===== src/rtl/mfp_7seg_scan_controller_pkg.sv =====
// mfp_7seg_scan_controller_pkg: shared glyph table, blank pattern and parameter legality check
package mfp_7seg_scan_controller_pkg;
  localparam logic [6:0] SEG_BLANK = 7'b1111111;
  // Active-low g..a patterns for 0-9, A, b, C, d, E, F.
  localparam logic [6:0] SEG_GLYPH [16] = '{
    7'b1000000, 7'b1111001, 7'b0100100, 7'b0110000,
    7'b0011001, 7'b0010010, 7'b0000010, 7'b1111000,
    7'b0000000, 7'b0010000, 7'b0001000, 7'b0000011,
    7'b1000110, 7'b0100001, 7'b0000110, 7'b0001110
  };
  function automatic bit params_ok(int scan_div, int dead_cycles, int pwm_bits);
    return scan_div > 1 && (scan_div & (scan_div - 1)) == 0 && scan_div >= (1 << pwm_bits)
      && dead_cycles >= 1 && dead_cycles < scan_div;
  endfunction
endpackage


===== src/rtl/mfp_hex_to_7seg.sv =====
// mfp_hex_to_7seg: combinational nibble to active-low 7-segment decoder
module mfp_hex_to_7seg
  import mfp_7seg_scan_controller_pkg::*;
(
  input  logic [3:0] nibble,
  output logic [6:0] seg_n
);
  assign seg_n = SEG_GLYPH[nibble];
endmodule


===== src/rtl/mfp_7seg_scan_controller.sv =====
// mfp_7seg_scan_controller: time-multiplexed 7-segment scan with dead time and PWM brightness
module mfp_7seg_scan_controller
  import mfp_7seg_scan_controller_pkg::*;
#(
  parameter int N_DIGITS    = 8,
  parameter int SCAN_DIV    = 1024,
  parameter int DEAD_CYCLES = 16,
  parameter int PWM_BITS    = 4
) (
  input  logic                  HCLK,
  input  logic                  HRESET,
  input  logic                  enable,
  input  logic [4*N_DIGITS-1:0] hex,
  input  logic [N_DIGITS-1:0]   digit_en,
  input  logic [N_DIGITS-1:0]   dp,
  input  logic [PWM_BITS-1:0]   brightness,
  output logic [N_DIGITS-1:0]   anode_n,
  output logic [6:0]            seg_n,
  output logic                  dp_n,
  output logic                  frame_tick
);
  localparam int CW = $clog2(SCAN_DIV);
  localparam int IW = N_DIGITS > 1 ? $clog2(N_DIGITS) : 1;
  if (!params_ok(SCAN_DIV, DEAD_CYCLES, PWM_BITS)) begin : g_bad_params
    $error("mfp_7seg_scan_controller: illegal SCAN_DIV/DEAD_CYCLES/PWM_BITS");
  end
  logic [CW-1:0]       cnt;
  logic [IW-1:0]       idx;
  logic [3:0]          sh_nib;
  logic                sh_en;
  logic                sh_dp;
  logic [PWM_BITS-1:0] sh_br;
  logic [6:0]          glyph;
  logic                slot_end;
  logic                frame_end;
  logic                lit;
  mfp_hex_to_7seg u_dec (.nibble(sh_nib), .seg_n(glyph));
  assign slot_end  = cnt == CW'(SCAN_DIV - 1);
  assign frame_end = slot_end && idx == IW'(N_DIGITS - 1);
  // Dead time first, then the PWM window measured on the slot counter's top bits.
  assign lit = enable && cnt >= CW'(DEAD_CYCLES) && sh_en
    && (sh_br == '1 || cnt[CW-1 -: PWM_BITS] < sh_br);
  always_ff @(posedge HCLK) begin
    if (HRESET) begin
      cnt        <= '0;
      idx        <= '0;
      sh_nib     <= '0;
      sh_en      <= 1'b0;
      sh_dp      <= 1'b0;
      sh_br      <= '0;
      anode_n    <= '1;
      seg_n      <= SEG_BLANK;
      dp_n       <= 1'b1;
      frame_tick <= 1'b0;
    end else begin
      if (enable) begin
        cnt <= cnt + 1'b1;
        if (slot_end) idx <= frame_end ? '0 : idx + 1'b1;
        if (cnt == '0) begin
          sh_nib <= hex[4*idx +: 4];
          sh_en  <= digit_en[idx];
          sh_dp  <= dp[idx];
          sh_br  <= brightness;
        end
      end
      anode_n    <= lit ? ~(N_DIGITS'(1) << idx) : '1;
      seg_n      <= lit ? glyph : SEG_BLANK;
      dp_n       <= lit ? ~sh_dp : 1'b1;
      frame_tick <= enable && frame_end;
    end
  end
endmodule

===== config.mk =====
export PLATFORM = sky130hd
export DESIGN_NAME = mfp_7seg_scan_controller
export DESIGN_NICKNAME = d
export VERILOG_FILES = /design/src/rtl/mfp_7seg_scan_controller_pkg.sv /design/src/rtl/mfp_hex_to_7seg.sv /design/src/rtl/mfp_7seg_scan_controller.sv
export SDC_FILE = /design/constraint.sdc
export NUM_CORES = 1
export LEC_CHECK = 0
export CORE_ASPECT_RATIO = 0.9
export CORE_MARGIN = 2
export CORE_UTILIZATION = 41
export DETAILED_ROUTE_END_ITERATION = 6
export PLACE_DENSITY = 0.76
export SYNTH_ARGS = -nofsm -noshare
export SYNTH_HDL_FRONTEND = slang
export SYNTH_SLANG_ARGS = --single-unit

===== constraint.sdc =====
create_clock -name HCLK -period 1.55 [get_ports HCLK]
set_input_delay 0.465 -clock HCLK [delete_from_list [all_inputs] [get_ports HCLK]]
set_output_delay 0.465 -clock HCLK [all_outputs]
set_load 0.05 [all_outputs]

After elaboration in Yosys (flattened, before gate mapping)
Memory sizes are Yosys's and may differ from the RTL's. A register that Yosys moved wholly into a read port is not among the register bits.
Cells that the tools add are included.
{"block": "word_totals", "romBits": 112, "regBits": 33, "input_bits": 55, "mem_count": 1, "output_inout_bits": 17}
{"block": "classes", "reduce_logical": 10, "addsub": 2, "n_lt_le_gt_ge": 3, "mux": 5, "bitwise": 4, "eq_ne": 3, "n_shift": 2}
{"name": "(name not given)", "words": 16, "width": 7, "rd": 1, "rd_clocked_by_memory_dff": 1, "wr": 0, "line": "mfp_hex_to_7seg.sv:8", "rtl": "assign seg_n = SEG_GLYPH[nibble];"}
{"op": "indexed part select 32 x 6 -> 4 bit", "count": 1}
{"op": "adder 10 x 1 -> 10 bit (second input constant)", "count": 1}
{"op": "== test 10 bit (second input constant)", "count": 1}
{"op": ">= comparator 10 x 5 -> 1 bit (second input constant)", "count": 1}
{"op": "logical NOT 10 bit", "count": 1}
{"op": "NOT 8 bit", "count": 1}
{"op": "left shift 1 x 3 -> 8 bit (first input constant)", "count": 1}
{"op": "binary-select mux 1 bit (select 3 bit)", "count": 2}
{"op": "logical AND 1 bit", "count": 5}
{"op": "NOT 4 -> 5 bit", "count": 1}
{"op": "== test 4 bit (second input constant)", "count": 1}
{"op": "less-than comparator 3 x 4 -> 1 bit (second input constant)", "count": 1}
{"op": "less-than comparator 4 bit", "count": 1}
{"op": "AND reduction 2 bit", "count": 2}
{"op": "adder 3 x 1 -> 3 bit (second input constant)", "count": 1}
{"op": "== test 3 bit (second input constant)", "count": 1}
{"op": "two-way mux 3 bit", "count": 1}
{"op": "two-way mux 1 bit", "count": 2}
{"op": "NOT 1 bit", "count": 2}
{"op": "OR reduction 2 bit", "count": 1}
{"op": "logical OR 1 bit", "count": 1}

Logic depth before layout (Yosys ltp)
{"block": "depth", "ltp_word": 6, "depth_mapped": 7, "ltp_nobuf": 7}

Cells and area by module
A second synthesis with hierarchy kept.
{"block": "hier_totals", "cells_unflattened": 228, "area_unflattened_um2": 2223.4}
{"mod": "mfp_7seg_scan_controller", "cells_each": 197, "seq_area_each_um2": 800.8, "instances": 1, "area_each_um2": 1960.6}
{"mod": "mfp_hex_to_7seg", "cells_each": 31, "seq_area_each_um2": 0.0, "instances": 1, "area_each_um2": 262.8}

Worst setup path before layout
OpenSTA, ideal clock, no wires.
{"block": "synth_path", "path_type": "input to register", "start": "in enable", "end": "reg sh_nib[2]", "setup_time_ns": 0.088, "stages": 6, "slack_ns": 0.057, "t_required_ns": 1.462, "arrival_ns": 1.405, "path_cell_list": "buf_4 -> nor4bb_1 -> and3_1 -> buf_4 -> nor2_2 -> a311oi_2"}
{"block": "synth_via", "elab_chain_len": 1}
{"item": "start: declaration", "line": "mfp_7seg_scan_controller.sv:12", "rtl": "input logic enable,"}
{"item": "AND reduction 2 bit (no line)"}
{"item": "end signal: assignment", "line": "mfp_7seg_scan_controller.sv:60", "rtl": "sh_nib <= hex[4*idx +: 4];"}
{"item": "end: declaration", "line": "mfp_7seg_scan_controller.sv:29", "rtl": "logic [3:0] sh_nib;"}
No other way between the ends.
A chain may end at the register's enable or synchronous reset.

Worst setup path in the final report
{"block": "layout_path", "start": "reg cnt[7]", "end": "reg anode_n[4]"}
{"block": "layout_via", "elab_chain_len": 6, "word_cells_on_any_way": 8, "classes_between": "order compare (2); bitwise (1); reduce/logical (5)"}
{"item": "start: declaration", "line": "mfp_7seg_scan_controller.sv:27", "rtl": "logic [CW-1:0] cnt;"}
{"item": "start signal: assignment", "line": "mfp_7seg_scan_controller.sv:57", "rtl": "cnt <= cnt + 1'b1;"}
{"item": ">= comparator 10 x 5 -> 1 bit", "line": "mfp_7seg_scan_controller.sv:41", "rtl": "assign lit = enable && cnt >= CW'(DEAD_CYCLES) && sh_en"}
{"item": "logical AND 1 bit (2 in series)", "line": "mfp_7seg_scan_controller.sv:41"}
{"item": "logical AND 1 bit *", "line": "mfp_7seg_scan_controller.sv:42", "rtl": "&& (sh_br == '1 || cnt[CW-1 -: PWM_BITS] < sh_br);"}
{"item": "NOT 1 bit (no line) *"}
{"item": "OR reduction 2 bit (no line) *"}
{"item": "end signal: assignment", "line": "mfp_7seg_scan_controller.sv:66", "rtl": "anode_n <= lit ? ~(N_DIGITS'(1) << idx) : '1;"}
{"item": "end: declaration", "line": "mfp_7seg_scan_controller.sv:17", "rtl": "output logic [N_DIGITS-1:0] anode_n,"}
Every way passes the cells marked *; elsewhere a longest branch is shown, timed or not.

==> impl_results.md <==
* Area of the mapped netlist at 2190 um2
* Die area at 5950 um2
* Syn Inst Count at 225
* Worst path arrival time at 1.67 ns
* PortBufs at 71
* Hold Buf Count CTS at 0
* CTS tree: built
* Starting Density at 42.2%
* Fmax at 0.668 GHz
* Placer Congestion at 0.891
* Setup Crit Path Kind: register to register
* Combinational family with the most area after synthesis: simple AND/OR/NAND/NOR gates
* Crit path time final at 1.50 ns
* Period Utilization, post-route at 96.6%
* Post-Syn Nets at 297
* First-pass GRT wire length at 9.29 mm
* Final hold vios at 0
* Count leader, synth: dfxtp_1
* Syn Area/Cell at 9.74 um2
* NumNets Final at 387
* Compound-Gate Fraction of Synth Area at 12.8%
* Die extent in y at 73.4 um
* Post-synth EDFFs at 0
* Std cell rows at 25
* All-Layer GR Usage at 21.1%
* Initial DRC Count at 105
* Max-Cap Viols at 0
* Slew Viols, Final at 0
* Number of antenna diodes at 0
* Max-slew headroom at 67.9%
* Filler cells at 402
* Critical path fanouts, max at 8
* Seq/Total Area, Yosys at 36.6%
* Fraction of layout cells with a size suffix above 1 at 28.6%
* Clock skew at 0.00611 ns
* M2 GR Usage at 37.9%
* Vias in the first global route at 1,990
* Worst min-delay path class: register to register
* Fin util at 66.7%
* Post-synthesis simple-gate area fraction at 18.4%
* Synth Area in Adders at 9.71%
* Initial antenna violation count at 0
* Cell variety after synth at 42
* Die W at 81.1 um
* Area grow syn2layout at 58.0%
* Clk slew on worst S/H paths at 0.08 ns
* Leakage at 0.00133 uW
* Longest Clk Path Bufs at 2
* Wire length per cell at 15.7 um
* Commonest cells in the synthesized netlist: dfxtp_1, nand2_1, a21oi_1
* Mux cell area share after synthesis at 14.2%
* Final WL at 6.00 mm
* Largest area contributor in the netlist: dfxtp_1
* Total Negative Setup Slacks at 0 ns
* Dominant synthesized flop cell: dfxtp_1
* Startpoint Class: register
* GR Util met3 at 3.81%
* Io pins at 72
* Yosys top cell area share at 36.6%
* M1 GR Usage at 24.8%
* Vias at 2,020
* Hpwl dp at 4.59 mm
* Run status: finished, final reports clean
* Worst Tran Pin Value at 0.481 ns
* Ys async rst share at 0%
* Routed vias/inst at 5.29
* CTS Root Cell: clkbuf_8
* Warnings, synthesis at 0
* Largest net degree at the start of global routing at 25
* Maximum vdd ir drop at 327 uV
* Req. time, crit path at 1.72 ns
* #FFs+latches synth at 40
* Grt ovf at 0
* Number of CTS-inserted buffers at 5
* Num Clock Sinks at 40
* Crit. End Element: register
* DRC at 0
* XOR/XNOR Fraction of Synth Area at 2.40%
* Clk_lat worst skew at 0.30 ns
* H-tree depth at 2
* PD cells at 637 nW/um2
* Core Area at 5190 um2
* Final setup viols at 0
* Largest cells by area after synthesis: dfxtp_1, mux4_2, ha_1
* Drt first pass iters at 4
* Most used routing layer: met2
* Post-DRT Antenna Nets at 0
[critical path: stages, from the launching register on]
cell and delay (ns):
dfxtp_4 0.37, ha_4 0.24, a21oi_2 0.16, o21ai_2 0.10, a21oi_4 0.27, buf_12 0.16, nand3_1 0.08
[cells by family (layout without fill, tap and decap cells)]
kind of cell,after synthesis,count (layout)
adders and majority gates,17,17
and+or+nand+nor,79,79
DFF,40,40
AOI/OAI and AO/OA,42,42
muxes,16,16
xor gates and xnor gates,6,6
buffers and inverters,25,115
[power breakdown]
| part | leakage (uW) | internal (uW) | switching (uW) | total, uW |
|---|---|---|---|---|
| sequential | 0.000330 | 1060 | 42.7 | 1100 |
| combinational | 0.000956 | 262 | 164 | 426 |
| clock | 0.0000400 | 305 | 373 | 678 |
| total | 0.00133 | 1620 | 580 | 2200 |
[layout make-up]
cell class	instances	area (um2)	area share, %
inverters	11	41.3	1.19
repair buffers	97	1110	32.2
well taps	67	83.8	2.42
clock inverters	2	12.5	0.362
flip-flops and latches	40	815	23.5
multi-input cells	160	1330	38.3
clock buffers	5	68.8	1.99
[what timing repair did]
item                       CTS  global route
resized for setup           12            14
setup endpoints to repair   33            24
gates cloned                 0             0
pin swaps                    4             6
buffers inserted             1             0
[sequential cells by signal, indices dropped and copies added (netlist names)]
name / flops
anode_n: 8
cnt: 10
dp_n: 1
frame_tick: 1
idx: 3
seg_n: 7
sh_br: 4
sh_dp: 1
sh_en: 1
sh_nib: 4
[cells in the final DEF (no fill, tap or decap), drive strengths merged, types with 2 or more instances in the layout]
cell type      synthesis  routed
and3                   2       2
a221oi                 2       2
o211ai                 4       4
ha                    17      17
inv                   10      10
buf                    8      43
dfxtp                 40      40
nand4                  5       5
nor2                  18      18
a211oi                 4       4
mux4                  12      12
clkbuf                 6       6
nor4                   2       2
nor2b                  2       2
xor2                   5       5
o21ai                  7       7
clkdlybuf4s50          0      52
a21oi                 20      20
clkinv                 1       2
nand2                 29      29
or3                    3       3
mux2i                  4       4
nand3                 12      12
nand2b                 2       2
[worst paths after layout]
kind	from	end	slack (ns)	cells after the start
worst min register to register	sh_dp	dp_n	0.40	1
worst max register to register	cnt[7]	anode_n[4]	0.05	6
worst min-delay path	sh_dp	dp_n	0.40	1
worst max-delay path	cnt[7]	anode_n[4]	0.05	6
[layer usage]
metal,routed length [um],up-vias,part of all wire [%]
met2,3260,59,54
met5,0,-,0
met4,115,0,1.9
met1,2380,967,40
li1,-,985,-
met3,245,9,4.1
[through the flow]
stage	instance area [um2]	total power, uW	setup slack (ns)	std cells	hold slack (ns)
after global placement	3290	1510	-0.499	374	0.382
after floorplan	2190	1320	0.0569	225	0.358
final	3460	2200	0.0528	382	0.399
after detailed placement	3290	1520	-0.553	374	0.386
after global routing	3460	2290	-0.0251	382	0.437
after CTS	3440	2200	0.00396	382	0.404
Note: power is estimated with default switching activity, not from simulation.
